## src/rtl/mult_issue_if.sv

```systemverilog
// Handshake and operand/result bus between the multiply issue controller and its surroundings.
// master: the controller side; slave: the producer/multiplier/consumer side.
interface mult_issue_if #(
    parameter int unsigned NUM_BITS = 7
);
    logic                    in_valid;
    logic                    in_ready;
    logic [NUM_BITS-1:0]     in_multiplier;
    logic [NUM_BITS-1:0]     in_multiplicand;
    logic                    in_multiplier_t;
    logic                    in_multiplicand_t;
    logic                    start;
    logic                    start_t;
    logic [NUM_BITS-1:0]     multiplier;
    logic [NUM_BITS-1:0]     multiplicand;
    logic                    multiplier_t;
    logic                    multiplicand_t;
    logic [2*NUM_BITS-1:0]   product;
    logic                    out_valid;
    logic                    out_ready;
    logic [2*NUM_BITS-1:0]   out_product;
    logic                    out_taint;

    modport master (
        input  in_valid, in_multiplier, in_multiplicand, in_multiplier_t, in_multiplicand_t,
        input  product, out_ready,
        output in_ready, start, start_t, multiplier, multiplicand, multiplier_t, multiplicand_t,
        output out_valid, out_product, out_taint
    );

    modport slave (
        output in_valid, in_multiplier, in_multiplicand, in_multiplier_t, in_multiplicand_t,
        output product, out_ready,
        input  in_ready, start, start_t, multiplier, multiplicand, multiplier_t, multiplicand_t,
        input  out_valid, out_product, out_taint
    );
endinterface

```

## src/rtl/mult_issue_ctrl.sv

```systemverilog
// Queues operand pairs and issues them one at a time to a fixed-latency sequential multiplier,
// capturing each product (with its taint) and holding it until the consumer accepts.
module mult_issue_ctrl #(
    parameter int unsigned NUM_BITS    = 7,
    parameter int unsigned DEPTH       = 4,
    parameter int unsigned MUL_LATENCY = 16
) (
    input  logic                   clk,
    input  logic                   rst,
    mult_issue_if.master           bus,
    output logic [$clog2(DEPTH):0] fifo_count_o
);
    localparam int unsigned PtrW   = $clog2(DEPTH);
    localparam int unsigned CountW = PtrW + 1;
    localparam int unsigned CntW   = $clog2(MUL_LATENCY + 1);

    typedef struct packed {
        logic [NUM_BITS-1:0] mplier;
        logic [NUM_BITS-1:0] mcand;
        logic                mplier_t;
        logic                mcand_t;
    } entry_t;

    typedef enum logic [1:0] {StIdle, StStart, StWait, StDone} state_e;

    state_e              state_q, state_d;
    entry_t              mem_q [DEPTH];
    logic [PtrW-1:0]     wr_ptr_q, wr_ptr_d;
    logic [PtrW-1:0]     rd_ptr_q, rd_ptr_d;
    logic [CountW-1:0]   count_q, count_d;
    logic [CntW-1:0]     cnt_q, cnt_d;
    entry_t              op_q, op_d;
    logic                out_valid_q, out_valid_d;
    logic [2*NUM_BITS-1:0] out_product_q, out_product_d;
    logic                out_taint_q, out_taint_d;
    logic                full, push, pop;
    entry_t              in_entry;

    assign full     = (count_q == CountW'(DEPTH));
    assign push     = bus.in_valid && !full;
    assign in_entry = '{mplier:   bus.in_multiplier,
                        mcand:    bus.in_multiplicand,
                        mplier_t: bus.in_multiplier_t,
                        mcand_t:  bus.in_multiplicand_t};

    // Issue FSM: at most one operation in flight, operands latched at the pop.
    always_comb begin
        state_d       = state_q;
        cnt_d         = cnt_q;
        op_d          = op_q;
        out_valid_d   = out_valid_q;
        out_product_d = out_product_q;
        out_taint_d   = out_taint_q;
        pop           = 1'b0;
        case (state_q)
            StIdle: begin
                if (count_q != '0) begin
                    pop     = 1'b1;
                    op_d    = mem_q[rd_ptr_q];
                    state_d = StStart;
                end
            end
            StStart: begin
                cnt_d   = CntW'(MUL_LATENCY - 1);
                state_d = StWait;
            end
            StWait: begin
                if (cnt_q == '0) begin
                    out_product_d = bus.product;
                    out_taint_d   = op_q.mplier_t | op_q.mcand_t;
                    out_valid_d   = 1'b1;
                    state_d       = StDone;
                end else begin
                    cnt_d = cnt_q - CntW'(1);
                end
            end
            StDone: begin
                if (bus.out_ready) begin
                    out_valid_d = 1'b0;
                    state_d     = StIdle;
                end
            end
            default: state_d = StIdle;
        endcase
    end

    always_comb begin
        wr_ptr_d = wr_ptr_q;
        rd_ptr_d = rd_ptr_q;
        count_d  = count_q;
        if (push) wr_ptr_d = wr_ptr_q + PtrW'(1);
        if (pop)  rd_ptr_d = rd_ptr_q + PtrW'(1);
        case ({push, pop})
            2'b10:   count_d = count_q + CountW'(1);
            2'b01:   count_d = count_q - CountW'(1);
            default: count_d = count_q;
        endcase
    end

    // Storage needs no reset: occupancy is tracked by the pointers and count alone.
    always_ff @(posedge clk) begin
        if (push) mem_q[wr_ptr_q] <= in_entry;
    end

    always_ff @(posedge clk or posedge rst) begin
        if (rst) begin
            state_q       <= StIdle;
            wr_ptr_q      <= '0;
            rd_ptr_q      <= '0;
            count_q       <= '0;
            cnt_q         <= '0;
            op_q          <= '0;
            out_valid_q   <= 1'b0;
            out_product_q <= '0;
            out_taint_q   <= 1'b0;
        end else begin
            state_q       <= state_d;
            wr_ptr_q      <= wr_ptr_d;
            rd_ptr_q      <= rd_ptr_d;
            count_q       <= count_d;
            cnt_q         <= cnt_d;
            op_q          <= op_d;
            out_valid_q   <= out_valid_d;
            out_product_q <= out_product_d;
            out_taint_q   <= out_taint_d;
        end
    end

    assign bus.in_ready       = !full;
    assign bus.start          = (state_q == StStart);
    assign bus.start_t        = 1'b0;
    assign bus.multiplier     = op_q.mplier;
    assign bus.multiplicand   = op_q.mcand;
    assign bus.multiplier_t   = op_q.mplier_t;
    assign bus.multiplicand_t = op_q.mcand_t;
    assign bus.out_valid      = out_valid_q;
    assign bus.out_product    = out_product_q;
    assign bus.out_taint      = out_taint_q;
    assign fifo_count_o       = count_q;

endmodule

```

## src/flat_wrapper.sv

```systemverilog
// flat-port wrapper written by rule: the top's interface ports become plain ports
module mult_issue_ctrl_flat 
#(
    parameter int unsigned NUM_BITS    = 7,
    parameter int unsigned DEPTH       = 4,
    parameter int unsigned MUL_LATENCY = 16
)
  (clk, rst, fifo_count_o, bus_in_valid, bus_in_multiplier, bus_in_multiplicand, bus_in_multiplier_t, bus_in_multiplicand_t, bus_product, bus_out_ready, bus_in_ready, bus_start, bus_start_t, bus_multiplier, bus_multiplicand, bus_multiplier_t, bus_multiplicand_t, bus_out_valid, bus_out_product, bus_out_taint);
  mult_issue_if #(.NUM_BITS(NUM_BITS)) bus_i ();
  input  logic clk;
  input  logic rst;
  output logic [$clog2(DEPTH):0] fifo_count_o;
  input wire logic [$bits(bus_i.in_valid)-1:0] bus_in_valid;
  input wire logic [$bits(bus_i.in_multiplier)-1:0] bus_in_multiplier;
  input wire logic [$bits(bus_i.in_multiplicand)-1:0] bus_in_multiplicand;
  input wire logic [$bits(bus_i.in_multiplier_t)-1:0] bus_in_multiplier_t;
  input wire logic [$bits(bus_i.in_multiplicand_t)-1:0] bus_in_multiplicand_t;
  input wire logic [$bits(bus_i.product)-1:0] bus_product;
  input wire logic [$bits(bus_i.out_ready)-1:0] bus_out_ready;
  output wire logic [$bits(bus_i.in_ready)-1:0] bus_in_ready;
  output wire logic [$bits(bus_i.start)-1:0] bus_start;
  output wire logic [$bits(bus_i.start_t)-1:0] bus_start_t;
  output wire logic [$bits(bus_i.multiplier)-1:0] bus_multiplier;
  output wire logic [$bits(bus_i.multiplicand)-1:0] bus_multiplicand;
  output wire logic [$bits(bus_i.multiplier_t)-1:0] bus_multiplier_t;
  output wire logic [$bits(bus_i.multiplicand_t)-1:0] bus_multiplicand_t;
  output wire logic [$bits(bus_i.out_valid)-1:0] bus_out_valid;
  output wire logic [$bits(bus_i.out_product)-1:0] bus_out_product;
  output wire logic [$bits(bus_i.out_taint)-1:0] bus_out_taint;
  assign bus_i.in_valid = bus_in_valid;
  assign bus_i.in_multiplier = bus_in_multiplier;
  assign bus_i.in_multiplicand = bus_in_multiplicand;
  assign bus_i.in_multiplier_t = bus_in_multiplier_t;
  assign bus_i.in_multiplicand_t = bus_in_multiplicand_t;
  assign bus_i.product = bus_product;
  assign bus_i.out_ready = bus_out_ready;
  assign bus_in_ready = bus_i.in_ready;
  assign bus_start = bus_i.start;
  assign bus_start_t = bus_i.start_t;
  assign bus_multiplier = bus_i.multiplier;
  assign bus_multiplicand = bus_i.multiplicand;
  assign bus_multiplier_t = bus_i.multiplier_t;
  assign bus_multiplicand_t = bus_i.multiplicand_t;
  assign bus_out_valid = bus_i.out_valid;
  assign bus_out_product = bus_i.out_product;
  assign bus_out_taint = bus_i.out_taint;
  mult_issue_ctrl #(.NUM_BITS(NUM_BITS), .DEPTH(DEPTH), .MUL_LATENCY(MUL_LATENCY)) u_core (.clk(clk), .rst(rst), .bus(bus_i), .fifo_count_o(fifo_count_o));
endmodule
```

## config.mk

```make
export PLATFORM = sky130hd
export DESIGN_NAME = mult_issue_ctrl_flat
export DESIGN_NICKNAME = d
export VERILOG_FILES = /design/src/rtl/mult_issue_if.sv /design/src/rtl/mult_issue_ctrl.sv /design/src/flat_wrapper.sv
export SDC_FILE = /design/constraint.sdc
export NUM_CORES = 1
export LEC_CHECK = 0
export BUFFER_PORTS_ARGS = -buffer_cell sky130_fd_sc_hd__buf_2
export CAP_MARGIN = 10
export CORE_MARGIN = 4
export CORE_UTILIZATION = 40
export CTS_CLUSTER_SIZE = 12
export DETAILED_ROUTE_END_ITERATION = 10
export PLACE_DENSITY = 0.61
export SLEW_MARGIN = 15
export SYNTH_ARGS = -nofsm -noshare
export SYNTH_HDL_FRONTEND = slang
export SYNTH_SLANG_ARGS = --single-unit
```

## constraint.sdc

```tcl
create_clock -name clk -period 3 [get_ports clk]
set_input_delay 0.45 -clock clk [delete_from_list [all_inputs] [get_ports clk]]
set_output_delay 0.45 -clock clk [all_outputs]
set_load 0.005 [all_outputs]
```

### Word-level counts from Yosys, hierarchy flattened

Memories as Yosys holds them, arrays and structs flattened. A register that Yosys moved wholly into a read port is not among the register bits.
Index checks and enable logic that the tools add are counted.

* memories: 1
* RAM bits: 64
* output and inout port bits: 38
* bits in registers: 30
* word-level logic and storage cells: 52
* input port bits: 34

* add/sub/neg operators: 5
* reduce and logical (&&, ||, !) cells: 13
* muxes and demuxes: 14
* eq/ne operators: 10
* bitwise operators: 1

Memory list
* u_core.mem_q: words 4, width 16, rd ports 1, clocked after Yosys merged registers in 1, write ports 1, RTL line mult_issue_ctrl.sv:27 `entry_t mem_q [DEPTH];`

Operators by type and width (number)
* case mux 5 bit (2 select lines): 1
* case mux 2 bit (4 select lines): 1
* == test 2 bit (second input constant): 3
* 2-to-1 mux 1 bit: 6
* 2-to-1 mux 2 bit: 3
* case mux 3 bit (2 select lines): 1
* AND reduction 2 bit: 3
* AND reduction 3 bit: 2
* nonzero test 2 bit: 3
* logical NOT 5 bit: 1
* 2-to-1 mux 5 bit: 1
* subtractor 5 x 1 -> 5 bit (second input constant): 1
* adder 2 x 1 -> 2 bit (second input constant): 2
* == test 2 x 1 -> 1 bit (second input constant): 2
* inequality test 2 x 1 -> 1 bit (second input constant): 2
* inequality test 2 bit (second input constant): 2
* adder 3 x 1 -> 3 bit (second input constant): 1
* == test 3 bit (second input constant): 1
* nonzero test 3 bit: 1
* subtractor 3 x 1 -> 3 bit (second input constant): 1
* logical NOT 2 bit: 1
* case mux 1 bit (2 select lines): 1
* logical AND 1 bit: 1
* logical NOT 1 bit: 1
* bitwise OR 1 bit: 1

### Longest topological paths before layout

Gate-level depths: netlist (run 1).

* depth after elaboration: 5
* mapped depth: 11
* gate-level depth less buffers: 10

### Worst setup path after synthesis (run 1)

Ideal clock, no wire load.

* path kind: reg2reg
* from: register u_core.count_q[1] (netlist: u_core.fifo_count_o[1])
* to: register u_core.count_q[2] (netlist: u_core.fifo_count_o[2])
* period minus slack after synthesis: 2381 ps
* buffers on the path: 1
* arrival: 2254 ps
* path slack: 619 ps
* setup time: 127 ps
* stages on the path, launching flop included: 10
* data required time: 2873 ps
* path through: dfrtp_1 o31ai_2 clkinv_1 buf_2 ha_1 inv_1 fa_1 xor2_1 nor2_1 xor2_1

* cells in the longest elaborated chain, start to end: 5
* elaborated cells on any way between the ends: 12
* those cells by class: add/sub (2); eq/ne (3); mux (3); reduce/logical (4)

Ends and longest elaborated chain
* start: declaration: RTL line mult_issue_ctrl.sv:30 `logic [CountW-1:0] count_q, count_d;`
* start signal: assignment: RTL line mult_issue_ctrl.sv:120 `count_q <= count_d;`
* nonzero test 3 bit *: RTL line mult_issue_ctrl.sv:57 `if (count_q != '0) begin`
* 2-to-1 mux 1 bit *: RTL line mult_issue_ctrl.sv:57
* 2-to-1 mux 1 bit *: RTL line mult_issue_ctrl.sv:55 `case (state_q)`
* via u_core.pop: RTL line mult_issue_ctrl.sv:36 `logic full, push, pop;`
* == test 2 x 1 -> 1 bit / == test 2 bit (equally long branches): RTL line mult_issue_ctrl.sv:93 `case ({push, pop})`
* case mux 3 bit (2 select lines) / nonzero test 2 bit (equally long branches)

Mark *: on every way through the listed nets, which the timed path passes. The rest lies on a longest branch.
A chain may end at the register's enable or synchronous reset.

### Worst setup path in the final report (run 1)

* from: register u_core.count_q[0] (netlist: u_core.fifo_count_o[0])
* to: register u_core.count_q[2] (netlist: u_core.fifo_count_o[2])

* cells in the longest elaborated chain, start to end: 5
* elaborated cells on any way between the ends: 12
* those cells by class: add/sub (2); eq/ne (3); mux (3); reduce/logical (4)

Ends and longest elaborated chain (RTL line)
* nonzero test 3 bit / == test 3 bit (equally long branches): mult_issue_ctrl.sv:57, mult_issue_ctrl.sv:39
* 2-to-1 mux 1 bit / logical NOT 1 bit (equally long branches): mult_issue_ctrl.sv:57, mult_issue_ctrl.sv:40
* 2-to-1 mux 1 bit / logical AND 1 bit (equally long branches): mult_issue_ctrl.sv:55, mult_issue_ctrl.sv:40
* == test 2 x 1 -> 1 bit / == test 2 bit (equally long branches): mult_issue_ctrl.sv:93
* case mux 3 bit (2 select lines) / nonzero test 2 bit (equally long branches)

Several ways; a longest one is shown, not always the timed one.

==> results of run 1 <==
==> kinds of logic after synthesis <==
group	share of synthesized area (%)
compound gates	1.64
xor+xnor	1.21
fa+ha+maj	3.62
buf+inv	2.30
flops	70.6
mux	13.1
other cells	0.0861
simple gates	7.42
==> stage by stage <==
stage | hold slack (ns) | setup slack, ns | std cells | cell area, µm²
final | 0.293 | 0.736 | 491 | 5100
after global routing | 0.257 | 0.574 | 491 | 5100
after CTS | 0.279 | 0.714 | 491 | 5100
after detailed placement | 0.462 | 0.744 | 475 | 4890
after global placement | 0.455 | 0.803 | 475 | 4890
after floorplan | 0.470 | 0.619 | 270 | 4350
==> worst max-delay path, cell delays in order, from the launching register on <==
cell,delay (ns)
dfrtp_1,0.47
or3b_1,0.44
and2_1,0.22
inv_1,0.06
ha_1,0.17
inv_1,0.06
fa_1,0.37
xor2_1,0.15
nor2_1,0.11
xor2_1,0.15
==> per-layer routing <==
layer  global-route usage (%)  vias to the layer above
met5                        0                        -
met4                     4.33                        0
met3                     2.96                        9
met2                     20.7                       57
met1                     16.3                     1185
li1                         -                     1130
==> Yosys cell counts, types with 4 or more instances <==
cell type,number
and3_1,7
mux2_2,16
o21ai_0,4
nand2_1,52
buf_2,5
dfrtp_1,46
nor2_1,4
mux4_2,16
edfxtp_1,64
inv_1,14
xnor2_1,4
ha_1,11
==> sequential cells by signal (all words and copies together), names as in the netlist <==
signal                     cells
u_core.bus.multiplicand        7
u_core.bus.multiplicand_t      1
u_core.bus.multiplier          7
u_core.bus.multiplier_t        1
u_core.bus.out_product        14
u_core.bus.out_taint           1
u_core.bus.out_valid           1
u_core.cnt_q                   5
u_core.fifo_count_o            3
u_core.mem_q                  64
u_core.rd_ptr_q                2
u_core.state_q                 2
u_core.wr_ptr_q                2
==> path summary, 6_finish.rpt <==
check | startpoint | depth (start not counted) | slack (ns) | endpoint
max | u_core.fifo_count_o[0]$_DFFE_PP0P_ | 9 | 0.74 | u_core.fifo_count_o[2]$_DFFE_PP0P_
min | bus_in_multiplicand[5] | 1 | 0.29 | u_core.mem_q[3][7]$_DFFE_PP_
max reg2reg | u_core.fifo_count_o[0]$_DFFE_PP0P_ | 9 | 0.74 | u_core.fifo_count_o[2]$_DFFE_PP0P_
min reg2reg | u_core.bus.multiplicand[3]$_DFFE_PP0P_ | 2 | 0.48 | u_core.bus.multiplicand[3]$_DFFE_PP0P_
max in group asynchronous | rst | 2 | 2.08 | u_core.rd_ptr_q[0]$_DFFE_PP0P_
min in group asynchronous | rst | 2 | 0.30 | u_core.bus.out_product[7]$_DFFE_PP0P_
==> area by class of cell <==
class	instances	area, µm²	area share, %
clock inverters	7	86.3	1.69
inverters	15	56.3	1.10
repair buffers	78	410	8.05
clock buffers	9	124	2.43
multi-input cells	136	1180	23.1
flip-flops and latches	110	3070	60.3
well taps	136	170	3.34
==> where the power goes <==
part | internal [mW] | leakage (nW) | switching, mW
sequential | 2.05 | 1.13 | 0.255
clock | 0.337 | 0.105 | 0.546
combinational | 0.731 | 0.912 | 0.742
==> impl_metrics.py, run 1 <==
metrics = {
    "placement": {
        "port-buffer-count": 70,
        "gp_congestion": 0.743,
        "hpwl_um": 5000,
    },
    "drt": {
        "first_pass_iters": 4,
        "met3_length_um": 401,
        "drtIter0Drc": 87,
        "viasPerCell": 4.85,
        "wl_um": 7540,
        "vias": 2381,
        "drc": 0,
        "wl_per_cell_um": 15.4,
        "drt-met1-wl_um": 3360,
        "highest_layer": "met4",
        "wl_met2_um": 3700,
        "drt.antenna.violating_nets": 0,
    },
    "floorplanning": {
        "fp.dieH_um": 112,
        "core_area_um2": 10500,
        "die_w_um": 112,
        "start_util_pct": 41.6,
        "num_rows": 37,
        "dieArea_um2": 12600,
        "ioPinCount": 72,
    },
    "timing": {
        "slew_headroom_pct": 34.3,
        "rsz0062_at_grt": "false",
        "worstMarginPinSlew_ns": 0.984,
        "period_share_pct": 75.5,
        "finalHoldViolCount": 0,
        "fin_tns_setup_ns": 0,
        "fmax_mhz": 442,
        "fin_skew_ns": 0.0146,
        "period_needed_ns": 2.26,
        "slew_viol_final": 0,
        "setup_viol": 0,
    },
    "synth": {
        "synth.avg_cell_area_um2": 16.1,
        "synth_edf_count": 64,
        "synth_cell_types": 34,
        "async_flop_share_pct": 41.8,
        "synth-seq-cells": 110,
        "syn-cell-area_um2": 4350,
        "synth_area_leaders": "edfxtp_1, dfrtp_1, mux4_2",
        "yosys_most_used_dff": "edfxtp_1",
        "seq_area_frac_synth_pct": 70.6,
        "synth_warnings": 0,
        "syn-num-nets": 316,
        "yosysTopAreaCellShare_pct": 44.2,
        "syn_inst": 270,
        "synth_top_cell_by_area": "edfxtp_1",
    },
    "power_and_ir_drop": {
        "finalPower_mw": 4.66,
        "ir_drop_mv": 0.280,
        "leakagePower_nw": 2.15,
        "cellPowerDensity_nw_per_um2": 913,
    },
    "global_routing": {
        "grt_start_max_net_pins": 47,
        "grt_first_pass_wirelength_um": 12500,
        "grt_pass1_vias": 2508,
        "grt_usage_pct": 12.5,
        "grt.overflow.total": 0,
        "antenna_found_initial": 0,
    },
    "layout": {
        "mostFrequentLayoutCells": "buf_2, edfxtp_1, nand2_1, dfrtp_1",
        "area_delta_synth_final_pct": 17.2,
        "layout_commonest_cell": "buf_2",
        "final_util_pct": 48.7,
        "fillers": 932,
        "drive_gt1_share_pct": 36.3,
        "antenna_cells": 0,
        "nNetsFinal": 396,
    },
    "setup_path": {
        "cp_max_fo": 6,
        "setup.worst_path.start_class": "flip-flop",
        "worstPathArrival_ns": 2.55,
        "crit_required_ns": 3.29,
        "end_kind": "flip-flop",
        "path_class": "reg -> reg",
    },
    "flow_run": {
        "maxCapViolCount": 0,
    },
    "cts": {
        "clkLatencyLatePin_ns": 0.36,
        "clockBufferDepth": 2,
        "cts.sinks": 110,
        "postCtsResizedCells": 0,
        "cts-htree-levels": 3,
        "cts-root-buf": "clkbuf_8",
        "cts_tree": "built",
        "cts.clk_slew.worst_paths_ns": 0.12,
        "cts_made_buffers": 9,
        "cts_setup_buffers": 0,
        "ctsHoldBuffers": 0,
    },
    "run_status": {
        "outcome": "completed",
    },
    "worst_hold_path": {
        "hold_class": "in -> reg",
    },
}
(Power assumes the default switching activity.)
==> inputs of run 2 (changes only) <==
Settings changed: PLACE_DENSITY 0.61 to 0.63.
Clock period 3 ns to 1.9 ns, I/O delays scaled along.
==> impl_metrics.py, run 2 (synthesis gave the netlist of run 1 again) <==
metrics = {
    "run_status": {
        "outcome": "finished, violations left",
        "violations": "setup timing",
    },
    "placement": {
        "gp_congestion": 0.712,
        "port-buffer-count": 70,
        "hpwl_um": 5430,
        "dpl.cell_count": 492,
    },
    "global_routing": {
        "grt_start_max_net_pins": 47,
        "grt_usage_pct": 13.6,
        "antenna_found_initial": 0,
        "grt_pass1_vias": 2595,
        "grt.overflow.total": 0,
        "grt_first_pass_wirelength_um": 13400,
    },
    "power_and_ir_drop": {
        "ir_drop_mv": 0.603,
        "cellPowerDensity_nw_per_um2": 1480,
        "leakagePower_nw": 2.28,
    },
    "setup_path": {
        "crit_required_ns": 2.19,
        "setup.worst_path.start_class": "flip-flop",
        "end_kind": "flip-flop",
        "path_class": "reg -> reg",
        "cp_max_fo": 2,
        "worstPathArrival_ns": 2.27,
    },
    "layout": {
        "final_cells": 512,
        "drive_gt1_share_pct": 43.9,
        "nNetsFinal": 417,
        "largest-register": "u_core.mem_q",
        "mostFrequentLayoutCells": "buf_2, edfxtp_1, nand2_1, dfrtp_1, buf_4",
        "final_util_pct": 51.6,
        "largest_reg_flops": 64,
        "fillers": 910,
        "antenna_cells": 0,
        "layout_commonest_cell": "buf_2",
        "area_delta_synth_final_pct": 23.9,
    },
    "drt": {
        "drtIter0Drc": 110,
        "drt.antenna.violating_nets": 0,
        "drc": 0,
        "first_pass_iters": 4,
        "wl_per_cell_um": 15.7,
        "vias": 2440,
        "viasPerCell": 4.77,
        "wl_um": 8040,
    },
    "floorplanning": {
        "start_util_pct": 41.6,
        "fp.dieH_um": 112,
        "dieArea_um2": 12600,
        "die_w_um": 112,
        "num_rows": 37,
        "ioPinCount": 72,
        "core_area_um2": 10500,
    },
    "cts": {
        "clockBufferDepth": 2,
        "cts_made_buffers": 9,
        "postCtsResizedCells": 0,
        "cts.clk_slew.worst_paths_ns": 0.10,
        "cts-root-buf": "clkbuf_8",
        "clkLatencyLatePin_ns": 0.36,
        "cts-htree-levels": 3,
        "cts.sinks": 110,
        "cts_tree": "built",
    },
    "timing": {
        "fmax_mhz": 504,
        "setup_viol": 3,
        "slew_viol_final": 0,
        "fin_skew_ns": 0.00595,
        "finalHoldViolCount": 0,
        "timing.final.ws_setup_ns": -0.0839,
        "rsz0062_at_grt": "true",
        "period_needed_ns": 1.98,
        "period_share_pct": 104,
    },
    "flow_run": {
        "maxCapViolCount": 0,
    },
    "worst_hold_path": {
        "hold_class": "in -> reg",
    },
}
run 2: cell types whose count changed in the layout (fill, tap and decap cells not counted), sizes merged:
cell	delta
buf	+20
bufinv	+2
dlygate4sd3	+1
inv	-2
run 2: metrics by stage:
step	power (mW)	hold slack, ns	TNS, ns	setup slack, ns	area, µm²
after floorplan	5.34	0.384	-0.319	-0.160	4410
after global placement	6.45	0.345	-0.161	-0.0764	5130
after detailed placement	6.53	0.348	-0.278	-0.112	5130
after CTS	8.12	0.0985	-0.186	-0.0922	5390
after global routing	8.55	0.105	-0.465	-0.174	5400
final	7.97	0.128	-0.140	-0.0839	5400
run 2: area by class of cell:
type / instances / area [µm²] / area share, %
multi-input cells: 136 / 1230 / 22.7
well taps: 136 / 170 / 3.15
clock inverters: 7 / 108 / 1.99
flip-flops and latches: 110 / 3080 / 57.0
clock buffers: 9 / 124 / 2.30
repair buffers: 99 / 633 / 11.7
inverters: 15 / 57.6 / 1.07
run 2: critical path, cell delays in order, from the launching register on:
cell     delay [ns]
dfrtp_2        0.41
or3b_4         0.39
and2_4         0.15
inv_2          0.05
ha_4           0.12
inv_2          0.03
fa_2           0.32
xor2_1         0.15
nor2_1         0.13
xor2_1         0.15
run 2: metal layers:
metal  track usage, %  wire, µm  vias up
li1                 -         -     1170
met1             16.8      3460     1200
met2             23.1      4040       63
met3             4.26       444        7
met4             3.85        98        0
met5                0         0        -
run 2: timing repair:
| action | CTS | global route |
|---|---|---|
| pin swaps | 6 | 3 |
| hold buffers | 1 | 0 |
| endpoints found under the hold margin | 46 | 0 |
| cloned | 0 | 0 |
| setup endpoints to repair | 3 | 4 |
| setup buffers | 2 | 1 |
run 2: power breakdown:
| group | switching [mW] | internal [mW] |
|---|---|---|
| registers | 0.274 | 3.24 |
| clock network | 0.801 | 0.761 |
| logic | 1.43 | 1.46 |
| total | 2.51 | 5.46 |
run 2: final timing paths:
| path | end | slack (ns) | depth (start not counted) | from |
|---|---|---|---|---|
| setup reg to reg | u_core.fifo_count_o[2]$_DFFE_PP0P_ | -0.08 | 9 | u_core.fifo_count_o[0]$_DFFE_PP0P_ |
| hold / removal | u_core.mem_q[3][6]$_DFFE_PP_ | 0.13 | 1 | bus_in_multiplicand[4] |
| hold reg to reg | u_core.bus.multiplicand[3]$_DFFE_PP0P_ | 0.48 | 2 | u_core.bus.multiplicand[3]$_DFFE_PP0P_ |
| max in group asynchronous | u_core.fifo_count_o[0]$_DFFE_PP0P_ | 1.17 | 4 | rst |
| min in group asynchronous | u_core.bus.multiplier[6]$_DFFE_PP0P_ | 0.49 | 4 | rst |
| setup / recovery | u_core.fifo_count_o[2]$_DFFE_PP0P_ | -0.08 | 9 | u_core.fifo_count_o[0]$_DFFE_PP0P_ |
